`src/rtl/gc_scan_pkg.sv`:
```
// -----------------------------------------------------------------------------
// gc_scan_pkg
// Shared definitions for the GC scan-chain loader:
//   - state_t       : loader FSM states (IDLE, SHIFT, FLUSH)
//   - cnt_w()       : counter width for a counter that must hold 0..max_val
//   - CRC16_POLY    : CRC-16/CCITT polynomial (0x1021)
//   - CRC16_INIT    : CRC-16/CCITT initial value (0xFFFF)
//   - crc16_step()  : one serial CRC-16/CCITT update, MSB-first register
// -----------------------------------------------------------------------------
package gc_scan_pkg;

    typedef enum logic [1:0] {
        IDLE  = 2'd0,
        SHIFT = 2'd1,
        FLUSH = 2'd2
    } state_t;

    localparam logic [15:0] CRC16_POLY = 16'h1021;
    localparam logic [15:0] CRC16_INIT = 16'hFFFF;

    // Width needed to count 0..max_val; never narrower than one bit so that
    // degenerate parameter choices (CHAIN_LEN=1) still elaborate.
    function automatic int cnt_w(input int max_val);
        if (max_val < 1) begin
            return 1;
        end
        return $clog2(max_val + 1);
    endfunction

    // Feed one serial bit into the CRC register.
    function automatic logic [15:0] crc16_step(input logic [15:0] crc, input logic b);
        logic fb;
        fb = crc[15] ^ b;
        return {crc[14:0], 1'b0} ^ (fb ? CRC16_POLY : 16'h0000);
    endfunction

endpackage

```
`src/rtl/gc_scan_word_buf.sv`:
```
// -----------------------------------------------------------------------------
// gc_scan_word_buf
// One-entry valid/ready holding register used for the readback word.
// A new word is accepted when the entry is empty or is being drained in the
// same cycle, so back-to-back words flow without a bubble.
// Ports:
//   clk, rst            : clock, synchronous active-high reset
//   in_data/in_valid    : word offered by the collect register
//   in_ready            : entry can take in_data this cycle
//   out_data/out_valid  : held word towards the consumer (data zero after reset)
//   out_ready           : consumer accepts out_data
// -----------------------------------------------------------------------------
module gc_scan_word_buf #(
    parameter int WORD_W = 8
) (
    input  logic              clk,
    input  logic              rst,
    input  logic [WORD_W-1:0] in_data,
    input  logic              in_valid,
    output logic              in_ready,
    output logic [WORD_W-1:0] out_data,
    output logic              out_valid,
    input  logic              out_ready
);

    // The entry frees up in the same cycle the consumer takes it.
    always_comb begin
        in_ready = !out_valid || out_ready;
    end

    // Load on a handshake at the input, otherwise drop valid once consumed.
    always_ff @(posedge clk) begin
        if (rst) begin
            out_valid <= 1'b0;
            out_data  <= '0;
        end else if (in_valid && in_ready) begin
            out_valid <= 1'b1;
            out_data  <= in_data;
        end else if (out_ready) begin
            out_valid <= 1'b0;
        end
    end

endmodule

```
`src/rtl/gc_scan_loader.sv`:
```
// -----------------------------------------------------------------------------
// gc_scan_loader
// Host-side driver for the GC flip-flop scan chain. A load pass serializes
// ceil(CHAIN_LEN/WORD_W) configuration words onto scan_si (LSB first) while
// capturing the old chain contents from scan_so into readback words.
//
// Optional feature (macro GC_SCAN_LOADER_CRC_EN):
//   adds output crc16, a CRC-16/CCITT (poly 0x1021, init 0xFFFF) over the
//   readback bits in capture order; valid on the done cycle, held until the
//   next start, cleared by R.
//
// Ports:
//   C, R                : clock (also clocks the chain), sync active-high reset
//   start               : begin a pass, only honoured in IDLE
//   wr_data/wr_valid    : configuration word, LSB shifted first
//   wr_ready            : a word is accepted this cycle
//   rd_data/rd_valid    : readback word, first captured bit at LSB
//   rd_ready            : downstream accepts rd_data
//   scan_se, scan_si    : chain scan enable / serial input
//   scan_e              : chain functional enable, tied low
//   scan_so             : serial output of the last chain flip-flop
//   busy, done          : pass in progress / single-cycle end-of-pass pulse
// -----------------------------------------------------------------------------
module gc_scan_loader
    import gc_scan_pkg::*;
#(
    parameter int CHAIN_LEN = 64,
    parameter int WORD_W    = 8
) (
    input  logic              C,
    input  logic              R,
    input  logic              start,
    input  logic [WORD_W-1:0] wr_data,
    input  logic              wr_valid,
    output logic              wr_ready,
    output logic [WORD_W-1:0] rd_data,
    output logic              rd_valid,
    input  logic              rd_ready,
    output logic              scan_se,
    output logic              scan_si,
    output logic              scan_e,
    input  logic              scan_so,
    output logic              busy,
    output logic              done
`ifdef GC_SCAN_LOADER_CRC_EN
    ,
    output logic [15:0]       crc16
`endif
);

    localparam int NWORDS    = (CHAIN_LEN + WORD_W - 1) / WORD_W;
    localparam int LAST_BITS = ((CHAIN_LEN % WORD_W) == 0) ? WORD_W : (CHAIN_LEN % WORD_W);
    localparam int BIT_W     = cnt_w(CHAIN_LEN - 1);
    localparam int WCNT_W    = cnt_w(NWORDS);
    localparam int FILL_W    = cnt_w(WORD_W);

    state_t state, state_nxt;

    logic [WORD_W-1:0] in_sr;
    logic [FILL_W-1:0] in_cnt;
    logic [WCNT_W-1:0] word_cnt;
    logic [BIT_W-1:0]  bit_cnt;
    logic [WORD_W-1:0] col_sr;
    logic [FILL_W-1:0] cap_cnt;
    logic              col_final;

    logic              in_empty;
    logic              words_owed;
    logic              col_full;
    logic              col_empty;
    logic              shift_en;
    logic              last_bit;
    logic              wr_fire;
    logic              start_pass;
    logic              buf_in_ready;
    logic              col_move;
    logic [FILL_W-1:0] fill_next;

    // Status decode of the input and collect registers. A shift needs a bit to
    // send and room to catch the bit coming back, so the chain only moves when
    // both sides can take part; otherwise it simply holds.
    always_comb begin
        in_empty   = (in_cnt == '0);
        words_owed = (word_cnt != WCNT_W'(NWORDS));
        col_full   = (cap_cnt == FILL_W'(WORD_W)) || col_final;
        col_empty  = (cap_cnt == '0) && !col_final;
        shift_en   = (state == SHIFT) && !in_empty && !col_full;
        last_bit   = (bit_cnt == BIT_W'(CHAIN_LEN - 1));
        wr_fire    = wr_ready && wr_valid;
        start_pass = (state == IDLE) && start;
        col_move   = col_full && buf_in_ready;
        fill_next  = (word_cnt == WCNT_W'(NWORDS - 1)) ? FILL_W'(LAST_BITS) : FILL_W'(WORD_W);
    end

    // State register.
    always_ff @(posedge C) begin
        if (R) begin
            state <= IDLE;
        end else begin
            state <= state_nxt;
        end
    end

    // Next state and the chain-facing outputs. scan_se/scan_si come straight
    // from registered state so the chain sees them well before the edge that
    // also samples scan_so.
    always_comb begin
        state_nxt = state;
        wr_ready  = 1'b0;
        scan_se   = 1'b0;
        scan_si   = 1'b0;
        done      = 1'b0;
        case (state)
            IDLE: begin
                if (start) begin
                    state_nxt = SHIFT;
                end
            end
            SHIFT: begin
                wr_ready = in_empty && words_owed;
                if (shift_en) begin
                    scan_se = 1'b1;
                    scan_si = in_sr[0];
                    if (last_bit) begin
                        state_nxt = FLUSH;
                    end
                end
            end
            FLUSH: begin
                if (col_empty && !rd_valid) begin
                    done      = 1'b1;
                    state_nxt = IDLE;
                end
            end
            default: begin
                state_nxt = IDLE;
            end
        endcase
    end

    always_comb begin
        busy   = (state != IDLE);
        scan_e = 1'b0;
    end

    // Input side: a word is loaded only into an empty shift register, and only
    // the bits that still fit in the chain are counted as valid, so the upper
    // bits of a partial final word are never shifted out.
    always_ff @(posedge C) begin
        if (R) begin
            in_sr    <= '0;
            in_cnt   <= '0;
            word_cnt <= '0;
            bit_cnt  <= '0;
        end else if (start_pass) begin
            in_cnt   <= '0;
            word_cnt <= '0;
            bit_cnt  <= '0;
        end else begin
            if (wr_fire) begin
                in_sr    <= wr_data;
                in_cnt   <= fill_next;
                word_cnt <= word_cnt + WCNT_W'(1);
            end else if (shift_en) begin
                in_sr  <= in_sr >> 1;
                in_cnt <= in_cnt - FILL_W'(1);
            end
            if (shift_en && !last_bit) begin
                bit_cnt <= bit_cnt + BIT_W'(1);
            end
        end
    end

    // Collect side: scan_so lands at bit cap_cnt on each shift edge. The
    // register is cleared when it hands its word over, which leaves the unused
    // upper bits of a short final word at zero. Handover and shifting never
    // coincide because a full collect register blocks shifting.
    always_ff @(posedge C) begin
        if (R) begin
            col_sr    <= '0;
            cap_cnt   <= '0;
            col_final <= 1'b0;
        end else if (start_pass || col_move) begin
            col_sr    <= '0;
            cap_cnt   <= '0;
            col_final <= 1'b0;
        end else if (shift_en) begin
            col_sr  <= col_sr | (WORD_W'(scan_so) << cap_cnt);
            cap_cnt <= cap_cnt + FILL_W'(1);
            if (last_bit) begin
                col_final <= 1'b1;
            end
        end
    end

    gc_scan_word_buf #(
        .WORD_W (WORD_W)
    ) u_rd_buf (
        .clk       (C),
        .rst       (R),
        .in_data   (col_sr),
        .in_valid  (col_full),
        .in_ready  (buf_in_ready),
        .out_data  (rd_data),
        .out_valid (rd_valid),
        .out_ready (rd_ready)
    );

`ifdef GC_SCAN_LOADER_CRC_EN
    // Running CRC over captured bits: seeded when a pass starts, stepped on
    // every shift edge with the bit being captured, then left alone so the
    // final value stays readable after done.
    always_ff @(posedge C) begin
        if (R) begin
            crc16 <= '0;
        end else if (start_pass) begin
            crc16 <= CRC16_INIT;
        end else if (shift_en) begin
            crc16 <= crc16_step(crc16, scan_so);
        end
    end
`endif

endmodule

```
`config.mk`:
```
export PLATFORM = sky130hd
export DESIGN_NAME = gc_scan_loader
export DESIGN_NICKNAME = d
export VERILOG_FILES = /design/src/rtl/gc_scan_pkg.sv /design/src/rtl/gc_scan_word_buf.sv /design/src/rtl/gc_scan_loader.sv
export SDC_FILE = /design/constraint.sdc
export NUM_CORES = 1
export LEC_CHECK = 0
export ABC_AREA = 1
export BUFFER_PORTS_ARGS = -buffer_cell sky130_fd_sc_hd__buf_2
export CAP_MARGIN = 15
export CORE_MARGIN = 2
export CORE_UTILIZATION = 57
export CTS_CLUSTER_DIAMETER = 120
export DETAILED_ROUTE_END_ITERATION = 8
export PLACE_DENSITY = 0.79
export REMOVE_ABC_BUFFERS = 1
export SLEW_MARGIN = 30
export SYNTH_ARGS = -nofsm -noshare
export SYNTH_HDL_FRONTEND = slang
export SYNTH_SLANG_ARGS = --single-unit
```
`constraint.sdc`:
```
create_clock -name C -period 2 [get_ports C]
set_clock_uncertainty 0.1 [all_clocks]
set_input_delay 0.3 -clock C [delete_from_list [all_inputs] [get_ports C]]
set_output_delay 0.3 -clock C [all_outputs]
set_load 0.01 [all_outputs]
```
# Yosys cells after proc, flatten, opt, wreduce, memory -nomap -nowiden
# Cells that the tools add are included.
# W data, S select, Z words.
[op_classes]
reduce_logical = 29
muxes = 18
eq_ne = 9
n_bitwise = 2
n_addsub = 4
shifts = 1
[op_table]
columns = ["cell", "count"]
rows = [
  ["$mux W8", 2],
  ["$logic_and A1 B1 Y1", 9],
  ["$mux W1", 9],
  ["$add A4 B1 Y4 const B", 2],
  ["$logic_not A4 Y1", 2],
  ["$mux W2", 4],
  ["$mux W4", 2],
  ["$ne A2 B2 Y1 const B", 4],
  ["$or A8 B8 Y8", 1],
  ["$shl A1 B4 Y8", 1],
  ["$add A6 B1 Y6 const B", 1],
  ["$eq A6 B6 Y1 const B", 1],
  ["$pmux W2 S3", 1],
  ["$reduce_bool A2 Y1", 3],
  ["$logic_not A1 Y1", 5],
  ["$eq A4 B4 Y1 const B", 1],
  ["$ne A4 B4 Y1 const B", 1],
  ["$reduce_and A2 Y1", 2],
  ["$reduce_and A4 Y1", 1],
  ["$reduce_or A2 Y1", 2],
  ["$sub A4 B1 Y4 const B", 1],
  ["$logic_or A1 B1 Y1", 3],
  ["$reduce_or A3 Y1", 1],
  ["$eq A2 B1 Y1 const B", 1],
  ["other kinds (3)", 3],
]
[totals]
inputBits = 14
reg_bits = 46

# Logic depth before layout (Yosys ltp)
# Gate-level depths: netlist of the first run.
[depth]
depth_word = 6
ltp_mapped = 10
mapped_depth_nobuf = 10

# Cells and area by module
# From an unflattened synthesis of the first run, not the netlist that was laid out.
[unflattened]
cells_unflattened = 327
area_unflattened_um2 = 2377.3
[modules_own_cells]
columns = ["mod", "cells_each", "area_each_um2", "n_inst", "seq_area_each_um2"]
rows = [
  ["gc_scan_loader", 270, 1904.3, 1, 740.7],
  ["gc_scan_word_buf", 57, 473.0, 1, 180.2],
]

# Least setup slack after synthesis of the first run
# No wires, ideal clock.
[synth_timing]
path_type = "register -> output"
start = "register cap_cnt[0]"
end = "output scan_si"
required_time_ns = 1.600
n_path_buf = 1
path_stages_with_launch = 9
setup_slack_ns = 0.250
t_arrival_ns = 1.350
cell_sequence = "dfxtp_1 -> inv_1 -> ha_1 -> nand3_1 -> nand2_2 -> inv_2 -> nand2_2 -> buf_4 -> nor2_1"
[synth_between]
elab_chain_len = 6
[synth_lines]
columns = ["item", "line_no", "rtl"]
rows = [
  ["start: declaration", "gc_scan_loader.sv:64", "logic [FILL_W-1:0] cap_cnt;"],
  ["start signal: assignment", "gc_scan_loader.sv:189", "cap_cnt <= cap_cnt + FILL_W'(1);"],
  ["$eq A4 B4 Y1", "gc_scan_loader.sv:85", "col_full = (cap_cnt == FILL_W'(WORD_W)) || col_final;"],
  ["$logic_or A1 B1 Y1", "gc_scan_loader.sv:85", ""],
  ["$logic_not A1 Y1", "gc_scan_loader.sv:87", "shift_en = (state == SHIFT) && !in_empty && !col_full;"],
  ["$logic_and A1 B1 Y1", "gc_scan_loader.sv:87", ""],
  ["$mux W1", "gc_scan_loader.sv:121", "if (shift_en) begin"],
  ["$mux W1", "gc_scan_loader.sv:113", "case (state)"],
  ["end: declaration", "gc_scan_loader.sv:40", "output logic scan_si,"],
]
# Every way passes these cells.

# Worst setup path in the final report of the first run
[layout_timing]
start = "register in_cnt[0]"
end = "output scan_si"
[layout_between]
elab_chain_len = 6
[layout_lines]
columns = ["item", "line_no", "rtl"]
rows = [
  ["start: declaration", "gc_scan_loader.sv:60", "logic [FILL_W-1:0] in_cnt;"],
  ["start signal: assignment", "gc_scan_loader.sv:162", "in_cnt <= fill_next;"],
  ["start signal: assignment", "gc_scan_loader.sv:166", "in_cnt <= in_cnt - FILL_W'(1);"],
  ["$logic_not A4 Y1", "gc_scan_loader.sv:83", "in_empty = (in_cnt == '0);"],
  ["$logic_not A1 Y1", "gc_scan_loader.sv:87", ""],
  ["$logic_and A1 B1 Y1 (2 in a row)", "gc_scan_loader.sv:87", ""],
  ["$mux W1", "gc_scan_loader.sv:121", ""],
  ["$mux W1", "gc_scan_loader.sv:113", ""],
]
# Every way passes these cells.

==> results.cfg, run 1 <==
[status]
status = complete, no violations

[sta]
maxSlewViolCount = 0
fin_crit_ps = 1890
max_freq_ghz = 0.530
fin_crit_sh_pct = 94.3
rsz0062_at_grt = no
hold_violations = 0
setup_tns_ps = 0
finalSetupViolCount = 0

[worst_setup_path]
cp_max_fo = 8
required_ps = 1600
worst_setup_path_start_kind = flip-flop
reg2reg_from = in_cnt[0]
worstPathArrival_ps = 1490
end_kind = output pin
rr_worst_depth = 9
rrSetupSlack_ps = 270
worstSetupStartpoint = in_cnt[0]
path_class = reg -> out

[global_routing]
grt_max_degree = 27
grt_util_met3_pct = 4.22
grt.overflow.total = 0
antenna_found_initial = 0
met1_usage_pct = 27.4
gr-max-usage-layer = met2
grt_pass1_vias = 1763
grtUsageTotal_pct = 21.7
grt_pass1_wl_microns = 7420
met2_usage_pct = 36.5

[floorplanning]
die_y_microns = 66.6
io_pins = 29
rows = 22
coreArea_sq_um = 3720
die_area_sq_um = 4440
start_util_pct = 60.2
die_w_microns = 66.6

[synthesis]
synth_commonest_cells = 61 x nand2_1, 58 x nor2_1, 46 x dfxtp_1
seq_area_frac_synth_pct = 41.2
yosysWarningCount = 0
netlist_instances = 310
yosys.area.top_type = dfxtp_1
ys.flop_type = dfxtp_1
synthTopCellsByArea = dfxtp_1 41%, nand2_1 10%, nor2_1 9.7%
async_flop_share_pct = 0
synth_edf_count = 0
netlist-cell-type-count = 31
synth_top_cell_area_share_pct = 41.2
ys_ff_latch = 46
avgSynthCellArea_sq_um = 7.21
yosysMostFrequentCell = nand2_1
syn_area_sq_um = 2240

[power_and_ir_drop]
leakagePower_nw = 1.18
peakVddDrop_v = 0.000540
p_per_area_nw_per_um2 = 663

[route]
ant_nets = 0
vias = 1983
dr.first_iter.drc_count = 130
firstDrtPassIters = 4
wl_per_cell_microns = 11.3
routed_wl_microns = 4410
avgViaCountPerCell = 5.07
drc_errors = 0

[cts]
cts_inserted_buffers = 5
cts-root-buf = clkbuf_8
cts.sinks = 46
clkLatencyLatePin_ps = 290
tritoncts = yes
clockBufferDepth = 2
ctsHtreeMaxLevel = 2
clk_pin_slew_worst_paths_ps = 80
hold_buffers = 0

[final_layout]
fillCellCount = 341
diodes = 0
utilization_pct = 68.0
final_cell_area_sq_um = 2530
drive_gt1_share_pct = 19.8
area_growth_pct = 13.0
post_layout_nonfiller_instances = 391
nets = 363

[min_path]
hold_path.class = in -> reg
hold_depth = 2
hold_start = R

[placement]
place_area_sq_um = 2400
port_buffers = 27
dp_hpwl_microns = 3230
dp_cells = 380
routabilityCongestion = 0.934

[run]
maxCapViolCount = 0
-- final cells by class --
| class | instances | area [sq um] | area share (%) |
|---|---|---|---|
| timing repair buffer | 35 | 195 | 7.72 |
| clock inverter | 1 | 7.51 | 0.297 |
| inverter | 32 | 120 | 4.75 |
| sequential | 46 | 926 | 36.6 |
| tap | 48 | 60.1 | 2.38 |
| clock buffer | 6 | 72.6 | 2.87 |
| multi-input combinational | 223 | 1150 | 45.3 |
-- routing by layer --
| layer | vias to the layer above | wire length (microns) |
|---|---|---|
| li1 | 1057 | - |
| met1 | 894 | 2160 |
| met2 | 26 | 2060 |
| met3 | 6 | 141 |
| met4 | 0 | 47 |
| met5 | - | 0 |
-- power breakdown --
part,total (mW),internal [mW],leakage [nW],switching (mW)
Combinational,0.190,0.0722,0.771,0.118
Clock,0.536,0.240,0.0373,0.296
Sequential,0.949,0.936,0.373,0.0134
-- stage by stage --
step                      setup slack (ps)  power [mW]  hold WS (ps)
final                                  114        1.67           132
after global routing                  9.59        1.75           128
after CTS                             29.6        1.69           125
after detailed placement               239        1.16           346
after global placement                 227        1.15           339
after floorplan                        300        1.10           269
-- critical path, stage by stage (launching register included) --
cell and delay, ps:
dfxtp_1 340, inv_1 80, ha_2 230, a21oi_2 200, nand2_4 120, nor2_1 90
buf_2 140
-- timing repair --
item | in CTS | in global routing
buffers inserted | 1 | 3
setup endpoints to repair | 2 | 3
pin swaps | 1 | 1
gates resized for setup | 4 | 4
-- placed cells by master, fill, tap and decap left out, drive strengths merged --
cell type	instances
conb	1
nor2	63
nand2	67
clkbuf	6
a21oi	29
nand4	8
dfxtp	46
buf	35
nand3	19
o21ai	12
o21a	1
nor3	3
ha	6
nand3b	7
clkinvlp	1
a31oi	1
inv	32
or2	1
xor2	4
xnor2	1
-- path summary, 6_finish.rpt --
check | to
max | scan_si
min | state[1]
max reg2reg | in_sr[0]
min reg2reg | u_rd_buf.out_data[0]
-- sequential cells by signal, indices dropped and copies added, names as in the netlist --
signal and cells:
state 2, u_rd_buf.out_valid 1, u_rd_buf.out_data 8, in_sr 8, word_cnt 4, in_cnt 4, col_sr 8, cap_cnt 4
bit_cnt 6, col_final 1
-- logic make-up after synthesis --
family	count (synthesis)	synth area share (%)
flops	46	41.2
compound gates	43	9.79
other cells	1	0.168
simple gates	168	35.5
xor+xnor	5	1.96
fa+ha+maj	6	3.36
buf+inv	41	8.06
Note: power is estimated with default switching activity, not from simulation.
==> inputs of run 2 (changes only) <==
Settings changed: BUFFER_PORTS_ARGS -buffer_cell sky130_fd_sc_hd__buf_2 to -buffer_cell sky130_fd_sc_hd__clkbuf_2.
==> run 2 against run 1 <==
  * Combinational power up 5%
  * Largest power group unchanged
  * Highest routed layer unchanged
  * Worst hold slack worse by 7.8 ps
  * Non-clock buffer count up 3
  * Utilization up 2.4 points
  * Critical endpoint is now scan_se
  * Setup slack worse by 24 ps
  * Global-route usage is 1.6 points higher
  * Register-to-register slack worse by 70 ps
  * Via count is 1.1% higher
  * Sequential share of layout area is 1.2 points lower
  * Critical path type unchanged
  * Count of clock-buffer cells in the layout stayed put
  * Sequential power is essentially flat
==> results.cfg, run 2 (synthesis gave the netlist of run 1 again) <==
[global_routing]
antenna_found_initial = 0
grtUsageTotal_pct = 23.3
grt_pass1_vias = 1860
grt.overflow.total = 0
grt_pass1_wl_microns = 7900
grt_max_degree = 27

[min_path]
hold_start = R
holdPathEnd = state[1]
hold_path.class = in -> reg
hold_depth = 2

[sta]
maxSlewViolCount = 0
setup_tns_ps = 0
max_freq_ghz = 0.523
finalSetupViolCount = 0
hold_violations = 0
rsz0062_at_grt = no
fin_crit_ps = 1910
fin_crit_sh_pct = 95.5

[final_layout]
fillCellCount = 322
post_layout_nonfiller_instances = 395
final_cell_area_sq_um = 2620
area_growth_pct = 17.1
diodes = 0
nets = 366
reg_top3 = col_sr x8, in_sr x8, u_rd_buf.out_data x8
drive_gt1_share_pct = 21.3
layout_common_cells = 61 x nand2_1, 57 x nor2_1, 44 x dfxtp_1, 28 x a21oi_1, 26 x clkbuf_2
mostFrequentLayoutCell = nand2_1

[worst_setup_path]
worst_setup_path_start_kind = flip-flop
worst_r2r_endpoint = in_sr[0]
end_kind = output pin
worstPathArrival_ps = 1510
reg2reg_from = in_cnt[0]
cp_max_fo = 6
rrSetupSlack_ps = 200
required_ps = 1600
rr_worst_depth = 9
path_class = reg -> out

[floorplanning]
io_pins = 29
rows = 22
die_area_sq_um = 4440
start_util_pct = 60.2
die_w_microns = 66.6
coreArea_sq_um = 3720
die_y_microns = 66.6

[route]
drc_errors = 0
ant_nets = 0
avgViaCountPerCell = 5.07
routed_wl_microns = 4760
dr.first_iter.drc_count = 173
firstDrtPassIters = 4
wl_per_cell_microns = 12.1
vias = 2004

[cts]
clkLatencyLatePin_ps = 300
ctsHtreeMaxLevel = 2
hold_buffers = 0
cts_inserted_buffers = 5
clk_pin_slew_worst_paths_ps = 90
clockBufferDepth = 2
cts-root-buf = clkbuf_8
cts.sinks = 46
tritoncts = yes

[run]
maxCapViolCount = 0

[placement]
dp_hpwl_microns = 3260
routabilityCongestion = 0.810
dp_cells = 380
port_buffers = 27
place_area_sq_um = 2400

[power_and_ir_drop]
p_per_area_nw_per_um2 = 764
peakVddDrop_v = 0.000571
leakagePower_nw = 1.22

[status]
status = complete, no violations
[run 2: cell types whose count changed in the layout (fill, tap and decap cells not counted), sizes merged]
cell,delta
buf,-23
clkbuf,+26
bufinv,+2
clkinvlp,-1
[run 2: layer usage]
metal | track usage (%) | up-vias | share of wire, %
met3 | 4.05 | 8 | 3.7
li1 | - | 1064 | -
met2 | 42.0 | 41 | 50
met4 | 9.18 | 0 | 1.4
met1 | 27.0 | 891 | 45
met5 | 0 | - | 0
[run 2: layout make-up]
class | count | area [sq um] | share of cell area, %
clock buffer | 6 | 82.6 | 3.15
inverter | 32 | 120 | 4.59
sequential | 46 | 928 | 35.5
timing repair buffer | 38 | 218 | 8.32
clock inverter | 2 | 60.1 | 2.29
multi-input combinational | 223 | 1150 | 43.9
tap | 48 | 60.1 | 2.29
[run 2: report_power, final]
group	internal (mW)	switching (mW)	leakage [nW]
clock network	0.533	0.320	0.0714
registers	0.934	0.0127	0.374
logic	0.0763	0.124	0.775
total	1.54	0.456	1.22
[run 2: worst max-delay path by stage]
stage | startpoint | end | slack (ps) | cells after the start
after global routing | in_cnt[0] | scan_se | 30 | 6
after detailed placement | in_cnt[0] | in_sr[4] | 230 | 9
after global placement | cap_cnt[0] | scan_si | 230 | 8
final | in_cnt[0] | scan_se | 90 | 6
after CTS | cap_cnt[0] | scan_si | 4 | 8
after floorplan | cap_cnt[0] | col_sr[0] | 300 | 9
[run 2: stage by stage]
stage / total power [mW] / setup slack, ps / hold slack (ps) / util, %
2_1_floorplan: 1.10 / 300 / 269 / -
3_3_place_gp: 1.15 / 232 / 342 / 64.6
3_5_place_dp: 1.16 / 232 / 351 / 64.6
4_1_cts: 2.00 / 4.42 / 122 / 68.8
5_1_grt: 2.07 / 25.6 / 121 / 70.4
6_report: 2.00 / 89.1 / 124 / 70.4
[run 2: critical path, cell delays in order (launching register included)]
cell	delay, ps
dfxtp_1	330
inv_1	80
ha_2	230
nand2_4	110
nand2_1	90
nor2_4	200
clkbuf_2	170
[run 2: timing repair]
action,4_1_cts,5_1_grt
setup endpoints to repair,2,7
setup buffers,0,7
pin swaps,0,3
gates cloned,0,0
gates resized for setup,4,7
